<file path="src/rtl/mipi_pkg.sv">
// Shared CSI-2 receive definitions: HS sync pattern, lane FSM encoding, data type codes
// and the sync-window search used by the lane aligner.
package mipi_pkg;

  localparam logic [7:0] HS_SYNC_BYTE = 8'hB8;

  typedef enum logic [1:0] {
    StIdle   = 2'd0,
    StHunt   = 2'd1,
    StLocked = 2'd2
  } lane_state_e;

  typedef enum logic [5:0] {
    DtFrameStart = 6'h00,
    DtFrameEnd   = 6'h01,
    DtLineStart  = 6'h02,
    DtLineEnd    = 6'h03,
    DtYuv422_8   = 6'h1E,
    DtRgb565     = 6'h22,
    DtRgb888     = 6'h24,
    DtRaw8       = 6'h2A,
    DtRaw10      = 6'h2B,
    DtRaw12      = 6'h2C
  } csi2_dt_e;

  typedef struct packed {
    logic       found;
    logic [1:0] offset;
  } sync_hit_t;

  // Scan high to low so the lowest matching bit offset is the one reported.
  function automatic sync_hit_t find_sync(input logic [15:0] sr, input logic [7:0] pattern);
    sync_hit_t hit;
    hit.found  = 1'b0;
    hit.offset = 2'd0;
    for (int k = 3; k >= 0; k--) begin
      if (sr[k +: 8] == pattern) begin
        hit.found  = 1'b1;
        hit.offset = 2'(k);
      end
    end
    return hit;
  endfunction

endpackage

</file>
<file path="src/rtl/mipi_lane_sync.sv">
// One HS lane: nibble shift register, sync hunt at any bit offset, byte extraction at the
// locked offset and a small byte FIFO for deskew.
module mipi_lane_sync
  import mipi_pkg::*;
#(
  parameter logic [7:0]  SYNC_BYTE    = HS_SYNC_BYTE,
  parameter int unsigned HUNT_TIMEOUT = 64,
  parameter int unsigned DEPTH        = 4
) (
  input  logic       sync_mipi_clk_2,
  input  logic       reset,
  input  logic       stop,
  input  logic [3:0] nib,
  input  logic       pop,
  output logic       locked,
  output logic       lock_pulse,
  output logic       timeout_pulse,
  output logic       not_empty,
  output logic [7:0] head
);

  localparam int unsigned PtrW  = (DEPTH > 1) ? $clog2(DEPTH) : 1;
  localparam int unsigned CntW  = $clog2(DEPTH + 1);
  localparam int unsigned HuntW = $clog2(HUNT_TIMEOUT + 1);
  localparam logic [PtrW-1:0]  LastPtr  = PtrW'(DEPTH - 1);
  localparam logic [CntW-1:0]  FullCnt  = CntW'(DEPTH);
  localparam logic [HuntW-1:0] HuntMax  = HuntW'(HUNT_TIMEOUT);
  localparam logic [HuntW-1:0] HuntLast = HuntW'(HUNT_TIMEOUT - 1);

  lane_state_e      state;
  logic [15:0]      sr;
  logic [1:0]       offset;
  logic             phase;
  logic [HuntW-1:0] hunt_cnt;
  logic [7:0]       mem [DEPTH];
  logic [PtrW-1:0]  wr_ptr;
  logic [PtrW-1:0]  rd_ptr;
  logic [CntW-1:0]  count;

  sync_hit_t hit;
  logic [7:0] cur_byte;
  logic       push;
  logic       do_push;
  logic       do_pop;

  always_comb begin
    hit           = find_sync(sr, SYNC_BYTE);
    cur_byte      = sr[offset +: 8];
    // phase is 1 on every second LOCKED cycle, when a whole new byte sits at the offset
    push          = (state == StLocked) && phase && !stop;
    do_pop        = pop && (count != '0) && !stop;
    // a full FIFO only accepts a write when the same cycle frees a slot
    do_push       = push && ((count != FullCnt) || do_pop);
    lock_pulse    = (state == StHunt) && hit.found && !stop;
    timeout_pulse = (state == StHunt) && !hit.found && (hunt_cnt == HuntLast) && !stop;
  end

  assign locked    = (state == StLocked);
  assign not_empty = (count != '0);
  assign head      = mem[rd_ptr];

  always_ff @(posedge sync_mipi_clk_2) begin
    if (reset || stop) begin
      state    <= StIdle;
      sr       <= '0;
      offset   <= '0;
      phase    <= 1'b0;
      hunt_cnt <= '0;
      wr_ptr   <= '0;
      rd_ptr   <= '0;
      count    <= '0;
    end else begin
      sr <= {nib, sr[15:4]};

      case (state)
        StIdle: state <= StHunt;
        StHunt: begin
          if (hit.found) begin
            state  <= StLocked;
            offset <= hit.offset;
            phase  <= 1'b0;
          end else if (hunt_cnt != HuntMax) begin
            hunt_cnt <= hunt_cnt + HuntW'(1);
          end
        end
        StLocked: phase <= ~phase;
        default:  state <= StIdle;
      endcase

      if (do_push) begin
        mem[wr_ptr] <= cur_byte;
        wr_ptr      <= (wr_ptr == LastPtr) ? '0 : wr_ptr + PtrW'(1);
      end
      if (do_pop) begin
        rd_ptr <= (rd_ptr == LastPtr) ? '0 : rd_ptr + PtrW'(1);
      end
      if (do_push && !do_pop) begin
        count <= count + CntW'(1);
      end else if (!do_push && do_pop) begin
        count <= count - CntW'(1);
      end
    end
  end

endmodule

</file>
<file path="src/rtl/mipi_hs_lane_aligner.sv">
// Two-lane HS aligner: per-lane sync search and byte FIFOs, inter-lane skew supervision and
// a registered lane-aligned byte pair output.
module mipi_hs_lane_aligner
  import mipi_pkg::*;
#(
  parameter logic [7:0]  SYNC_BYTE    = HS_SYNC_BYTE,
  parameter int unsigned HUNT_TIMEOUT = 64,
  parameter int unsigned MAX_SKEW     = 2
) (
  input  logic       sync_mipi_clk_2,
  input  logic       reset,
  input  logic       stop,
  input  logic [3:0] lane0_nib,
  input  logic [3:0] lane1_nib,
  output logic [7:0] byte0_o,
  output logic [7:0] byte1_o,
  output logic       valid_o,
  output logic       sync_o,
  output logic       err_timeout_o,
  output logic       err_skew_o
);

  localparam int unsigned FifoDepth = MAX_SKEW + 2;
  localparam int unsigned SkewLimit = 2 * MAX_SKEW;
  localparam int unsigned SkewW     = $clog2(SkewLimit + 2);
  localparam logic [SkewW-1:0] SkewMax = SkewW'(SkewLimit);

  logic       locked0, locked1;
  logic       lock_pulse0, lock_pulse1;
  logic       timeout0, timeout1;
  logic       not_empty0, not_empty1;
  logic [7:0] head0, head1;
  logic       pop;
  logic       waiting;
  logic       skew_over;
  logic [SkewW-1:0] skew_cnt;

  mipi_lane_sync #(
    .SYNC_BYTE    (SYNC_BYTE),
    .HUNT_TIMEOUT (HUNT_TIMEOUT),
    .DEPTH        (FifoDepth)
  ) u_lane0 (
    .sync_mipi_clk_2 (sync_mipi_clk_2),
    .reset           (reset),
    .stop            (stop),
    .nib             (lane0_nib),
    .pop             (pop),
    .locked          (locked0),
    .lock_pulse      (lock_pulse0),
    .timeout_pulse   (timeout0),
    .not_empty       (not_empty0),
    .head            (head0)
  );

  mipi_lane_sync #(
    .SYNC_BYTE    (SYNC_BYTE),
    .HUNT_TIMEOUT (HUNT_TIMEOUT),
    .DEPTH        (FifoDepth)
  ) u_lane1 (
    .sync_mipi_clk_2 (sync_mipi_clk_2),
    .reset           (reset),
    .stop            (stop),
    .nib             (lane1_nib),
    .pop             (pop),
    .locked          (locked1),
    .lock_pulse      (lock_pulse1),
    .timeout_pulse   (timeout1),
    .not_empty       (not_empty1),
    .head            (head1)
  );

  // skew_cnt counts cycles with exactly one lane locked; the lock pulses are not needed
  // because the later lane's locked flag ends the wait the cycle after its pulse.
  always_comb begin
    waiting   = locked0 ^ locked1;
    skew_over = waiting && (skew_cnt == SkewMax) && !stop;
    pop       = not_empty0 && not_empty1 && !err_skew_o && !stop;
  end

  always_ff @(posedge sync_mipi_clk_2) begin
    if (reset) begin
      byte0_o       <= '0;
      byte1_o       <= '0;
      valid_o       <= 1'b0;
      sync_o        <= 1'b0;
      err_timeout_o <= 1'b0;
      err_skew_o    <= 1'b0;
      skew_cnt      <= '0;
    end else begin
      if (timeout0 || timeout1) begin
        err_timeout_o <= 1'b1;
      end
      if (skew_over) begin
        err_skew_o <= 1'b1;
      end
      if (stop) begin
        byte0_o  <= '0;
        byte1_o  <= '0;
        valid_o  <= 1'b0;
        sync_o   <= 1'b0;
        skew_cnt <= '0;
      end else begin
        valid_o  <= pop;
        skew_cnt <= !waiting ? '0 : (skew_cnt == SkewMax) ? skew_cnt : skew_cnt + SkewW'(1);
        if (pop) begin
          byte0_o <= head0;
          byte1_o <= head1;
          sync_o  <= 1'b1;
        end
      end
    end
  end

endmodule

</file>
<file path="config.mk">
export PLATFORM = sky130hd
export DESIGN_NAME = mipi_hs_lane_aligner
export DESIGN_NICKNAME = d
export VERILOG_FILES = /design/src/rtl/mipi_pkg.sv /design/src/rtl/mipi_lane_sync.sv /design/src/rtl/mipi_hs_lane_aligner.sv
export SDC_FILE = /design/constraint.sdc
export NUM_CORES = 1
export LEC_CHECK = 0
export BUFFER_PORTS_ARGS = -buffer_cell sky130_fd_sc_hd__buf_4
export CAP_MARGIN = 20
export CELL_PAD_IN_SITES_DETAIL_PLACEMENT = 1
export CELL_PAD_IN_SITES_GLOBAL_PLACEMENT = 1
export CORE_AREA = 2 2 157 159
export CTS_CLUSTER_SIZE = 30
export DETAILED_ROUTE_END_ITERATION = 6
export DIE_AREA = 0 0 159 161
export PLACE_DENSITY = 0.6
export SLEW_MARGIN = 0
export SYNTH_ARGS = -nofsm -noshare
export SYNTH_HDL_FRONTEND = slang
export SYNTH_HIERARCHICAL = 1
export SYNTH_SLANG_ARGS = --single-unit
</file>
<file path="constraint.sdc">
create_clock -name sync_mipi_clk_2 -period 2.9 [get_ports sync_mipi_clk_2]
set_input_delay 0 -clock sync_mipi_clk_2 [delete_from_list [all_inputs] [get_ports sync_mipi_clk_2]]
set_output_delay 0 -clock sync_mipi_clk_2 [all_outputs]
set_load 0.05 [all_outputs]
</file>
=== Word-level counts from Yosys, hierarchy flattened ===
Memories as Yosys holds them, arrays and structs flattened. A register that Yosys moved wholly into a read port is not among the register bits.
Index checks and enable logic that the tools add are counted.

* Bits in registers: 77
* Bits in writable memories: 64
* Input port bits: 11
* Output and inout port bits: 20
* Word-level logic and storage cells: 154
* Memories: 2

* Add/subtract/negate cells: 11
* Eq/ne operators: 25
* Shift-type cells: 2
* Multiplexer cells: 30
* Bitwise logic cells: 8
* Reduce and logical (&&, ||, !) cells: 55

{| class="wikitable"
|+ Memories
! memory !! depth !! bits a word !! read ports !! clocked after memory_dff !! wr ports !! line !! text
|-
| u_lane0.mem || 4 || 8 || 1 || 1 || 1 || mipi_lane_sync.sv:35 || <nowiki>logic [7:0] mem [DEPTH];</nowiki>
|-
| u_lane1.mem || 4 || 8 || 1 || 1 || 1 || mipi_lane_sync.sv:35 ||
|}

{| class="wikitable"
|+ Operators by type and width
! operator !! number
|-
| 8-bit == test, second input constant || 8
|-
| 3-bit 2-to-1 mux || 12
|-
| 16-bit by 3-bit variable part select with 8-bit output || 2
|-
| 1-bit logical AND || 25
|-
| 7-bit by 1-bit adder with 7-bit output, second input constant || 2
|-
| 7-bit by 6-bit == test with 1-bit output, second input constant || 2
|-
| 7-bit inequality test, second input constant || 2
|-
| 2-bit == test, second input constant || 6
|-
| 2-bit 2-to-1 mux || 6
|-
| 2-bit case mux with 3 select lines || 2
|-
| 2-bit AND reduction || 6
|-
| 3-bit by 1-bit adder with 3-bit output, second input constant || 3
|-
| 2-bit by 1-bit adder with 2-bit output, second input constant || 4
|-
| 1-bit zero test || 8
|-
| 1-bit 2-to-1 mux || 8
|-
| 2-bit nonzero test || 4
|-
| 1-bit NOT || 7
|-
| 3-bit inequality test, second input constant || 2
|-
| 3-bit AND reduction || 2
|-
| 3-bit nonzero test || 2
|-
| 3-bit by 1-bit subtractor with 3-bit output, second input constant || 2
|-
| 2-bit by 1-bit == test with 1-bit output, second input constant || 2
|-
| 2-bit zero test || 2
|-
| 1-bit logical OR || 4
|-
| other kinds (6) || 8
|}

=== Logic depth before layout (Yosys ltp) ===
* Depth in word-level cells: 12
* Mapped depth: 12

=== Cells and area by module ===
Netlist, hierarchy kept.

{| class="wikitable"
|+ Modules (own cells, without submodules)
! module !! times used !! cells each !! area each (sq um) !! sequential area each (sq um)
|-
| mipi_lane_sync at u_lane1 || 1 || 218 || 2976.6 || 1701.6
|-
| mipi_lane_sync at u_lane0 || 1 || 216 || 2935.3 || 1701.6
|-
| mipi_hs_lane_aligner || 1 || 104 || 1152.4 || 460.4
|}

=== Least setup slack after synthesis ===
OpenSTA, ideal clock, no wires.

* Path type: register to register
* Start: register err_skew_o
* End: register u_lane1.count[2]
* Library setup time: 71 ps
* Data arrival time: 2948 ps
* Data required time: 2829 ps
* Path slack: -119 ps
* Stages on the path, launching flop included: 12
* Buffers on the path: 2
* Period minus slack after synthesis: 3019 ps
* Cells stage by stage: dfxtp_1 -> nor4bb_4 -> buf_6 -> buf_12 -> nor4b_1 -> nor3_1 -> ha_1 -> inv_1 -> fa_1 -> xor2_1 -> or3_1 -> a21oi_1

* Longest elaborated chain between the ends: 10
* Elaborated cells on any way between the ends: 13

{| class="wikitable"
|+ Ends and longest elaborated chain
! element !! line !! text
|-
| start: declaration || mipi_hs_lane_aligner.sv:20 || <nowiki>output logic err_skew_o</nowiki>
|-
| start signal: assignment || mipi_hs_lane_aligner.sv:87 || <nowiki>err_skew_o <= 1'b0;</nowiki>
|-
| start signal: assignment || mipi_hs_lane_aligner.sv:94 || <nowiki>err_skew_o <= 1'b1;</nowiki>
|-
| 1-bit zero test * || mipi_hs_lane_aligner.sv:77 || <nowiki>pop = not_empty0 && not_empty1 && !err_skew_o && !stop;</nowiki>
|-
| 1-bit logical AND * (2 in series) || mipi_hs_lane_aligner.sv:77 ||
|-
| via pop || mipi_hs_lane_aligner.sv:33 || <nowiki>logic pop;</nowiki>
|-
| 1-bit logical AND * (2 in series) || mipi_lane_sync.sv:51 || <nowiki>do_pop = pop && (count != '0) && !stop;</nowiki>
|-
| 1-bit logical OR * || mipi_lane_sync.sv:53 || <nowiki>do_push = push && ((count != FullCnt) || do_pop);</nowiki>
|-
| 1-bit logical AND * || mipi_lane_sync.sv:53 ||
|-
| via u_lane1.do_push || mipi_lane_sync.sv:43 || <nowiki>logic do_push;</nowiki>
|-
| 1-bit zero test || mipi_lane_sync.sv:99 || <nowiki>end else if (!do_push && do_pop) begin</nowiki>
|-
| 1-bit logical AND || mipi_lane_sync.sv:99 ||
|-
| 2-bit nonzero test (no source line) || n/a ||
|-
| end signal: assignment || mipi_lane_sync.sv:98 || <nowiki>count <= count + CntW'(1);</nowiki>
|-
| end signal: assignment || mipi_lane_sync.sv:100 || <nowiki>count <= count - CntW'(1);</nowiki>
|-
| end: declaration || mipi_lane_sync.sv:38 || <nowiki>logic [CntW-1:0] count;</nowiki>
|}

The timed path passes the listed nets; every way through them passes the cells marked *.
A chain may end at the register's enable or synchronous reset.

=== Worst setup path after layout ===
* Start: register u_lane0.count[1]
* End: register u_lane1.count[2]

* Longest elaborated chain between the ends: 11
* Elaborated cells on any way between the ends: 14

{| class="wikitable"
|+ Ends and longest elaborated chain
! element !! line !! text
|-
| start: declaration || mipi_lane_sync.sv:38 ||
|-
| start signal: assignment || mipi_lane_sync.sv:98 ||
|-
| start signal: assignment || mipi_lane_sync.sv:100 ||
|-
| 3-bit nonzero test * || mipi_lane_sync.sv:59 || <nowiki>assign not_empty = (count != '0);</nowiki>
|-
| via not_empty0 || mipi_hs_lane_aligner.sv:31 || <nowiki>logic not_empty0, not_empty1;</nowiki>
|-
| 1-bit logical AND * (3 in series) || mipi_hs_lane_aligner.sv:77 ||
|-
| 1-bit logical AND * (2 in series) || mipi_lane_sync.sv:51 ||
|-
| 1-bit logical OR * || mipi_lane_sync.sv:53 ||
|-
| 1-bit logical AND * || mipi_lane_sync.sv:53 ||
|-
| via u_lane1.do_push || mipi_lane_sync.sv:43 ||
|-
| 1-bit zero test || mipi_lane_sync.sv:99 ||
|-
| 1-bit logical AND || mipi_lane_sync.sv:99 ||
|-
| 2-bit nonzero test (no source line) || n/a ||
|}

Marked as above.

==> metrics.cfg <==
[cts]
clock_latency_ps=420
root_buffer=clkbuf_16
clk_pin_slew_ps=60
cts_made_buffers=17
clk_path_buf_depth=2
clkSinkCount=161
cts_tree=yes
htree_levels=4

[sta]
slew_headroom_pct=60.7
fin_crit_ps=2730
clock.fmax_mhz=366
setup-violations-final=0
tightest_slew_ps=588
slew_viol_final=0
fin_skew_ps=8.48
period_share_pct=94.2
fin_tns_setup_ps=0
hold_viol=0
whs_ps=25.3
grt_setup_unrepaired=false

[critical_path]
cp-endpoint=u_lane1/count[2]$_SDFFE_PP0P_
worstReg2RegEnd=u_lane1/count[2]$_SDFFE_PP0P_
r2r_setup_slack_ps=170
critPathRequiredTime_ps=3250
start_kind=register
rr_worst_depth=10
end_kind=register
critPathLaunch=u_lane0/count[1]$_SDFFE_PP0P_
critPathArrivalTime_ps=3080
reg2reg_from=u_lane0/count[1]$_SDFFE_PP0P_
path_max_fanout=5
crit_type=register to register

[grt]
grt_usage_pct=11.6
grt_most_used_layer=met2
grt_pass1_vias=4601
globalRouteOverflowTotal=0
grtUsageMet3_pct=3.52
antenna_found_initial=0
grt.met2_usage_pct=19.5
grt_pass1_wl_um=23800
grt_max_degree=48
use_met1_pct=14.2

[drt]
dr.first_iter.drc_count=263
wl_um=14000
firstDrtPassIters=5
drc=0
antenna_left=0
drt-wirelength-per-cell_um=15.4
vias=4309
viasPerCell=4.74

[power_and_ir_drop]
power.leakage_uw=0.00284
p_per_area_nw_per_um2=556
finalPower_uw=4590
irDropWorstVdd_uv=381

[synthesis]
syn_nets=567
synth_area_per_cell_um2=13.2
yosys_warnings=6
syn_inst=536
syn_area_um2=7060

[floorplan]
initial_core_util_pct=29.4
core_area_um2=24000
die_x_um=159
dieArea_um2=25600
fp.dieH_um=161
num_io_pins=31
row_count=57

[placement]
place_congestion=0.764
place_area_um2=7570
dp_hpwl_um=9570
place.port_buffers=30

[layout]
final_core_util_pct=34.5
insertedDiodeCount=0
postLayoutCellArea_um2=8260
drive_gt1_share_pct=23.2
nets=603
area_growth_pct=17.0

[worst_hold_path]
min_from=reset
hold_class=input pin to register

[status]
outcome=complete, no violations

[run]
cap_violations=0

what timing repair did:
action | in CTS | in global routing
endpoints found under the hold margin | 12 | 0
hold buffers | 9 | 0
setup buffers | 0 | 3
endpoints found under the setup margin | 0 | 2
resized for setup | 0 | 2
cell usage in the layout (no fill, tap or decap), drive strengths merged, types with 10 or more instances in the layout:
master and count:
dfxtp 97, edfxtp 64, buf 39, nor3b 36, mux4 32, and2 31, nor2 23, nand2 23
inv 22, ha 18, clkbuf 18, mux2 18, a21oi 14, mux2i 13, or3 10, and3 10
flip-flops by register name (all words and copies together) (netlist names), 3 cells and up, named ones only:
name              cells
byte0_o               8
byte1_o               8
skew_cnt              3
u_lane0/count         3
u_lane0/hunt_cnt      7
u_lane0/mem          32
u_lane0/sr           16
u_lane1/count         3
u_lane1/hunt_cnt      7
u_lane1/mem          32
u_lane1/sr           16
layer usage:
metal  part of all wire (%)  up-vias
met5                      0        -
met4                    1.3        0
met3                    3.4       11
met2                     49       58
met1                     46     2167
li1                       -     2073
worst min path at each step:
stage	slack, ps	depth (start not counted)	end
floorplan	120	1	u_lane0/sr[12]$_SDFF_PP0_
global placement	210	2	u_lane1/sr[12]$_SDFF_PP0_
detailed placement	210	2	u_lane0/sr[14]$_SDFF_PP0_
CTS	30	2	err_timeout_o$_SDFFE_PP0P_
global route	40	2	valid_o$_SDFF_PP0_
finish	30	2	err_timeout_o$_SDFFE_PP0P_
cell type report:
class	count	area, um2
fillers	2575	15700
flip-flops and latches	161	3860
multi-input cells	328	2980
clock buffers	18	439
well taps	324	405
repair buffers	48	383
clock inverters	14	126
inverters	16	60.1
metrics by stage:
step	std cells	setup slack (ps)
after floorplan	536	69.7
after global placement	865	261
after detailed placement	865	65.5
after CTS	906	13.1
after global routing	909	7.40
final	909	168
worst max-delay path, cell delays in order (launching register included):
cell,delay (ps)
dfxtp_1,400
or3_1,170
nor4bb_4,400
nor4b_1,110
nor3_2,250
ha_2,250
inv_1,60
fa_1,380
xor2_1,170
or3_1,320
a21oi_1,150
power breakdown:
part           leakage, uW  total [uW]  switching (uW)  internal (uW)
sequential         0.00132        2350            7.20           2340
clock             0.000275        2140             929           1210
combinational      0.00124        97.4            58.3           39.1
total              0.00284        4590             994           3600
(Power assumes the default switching activity.)
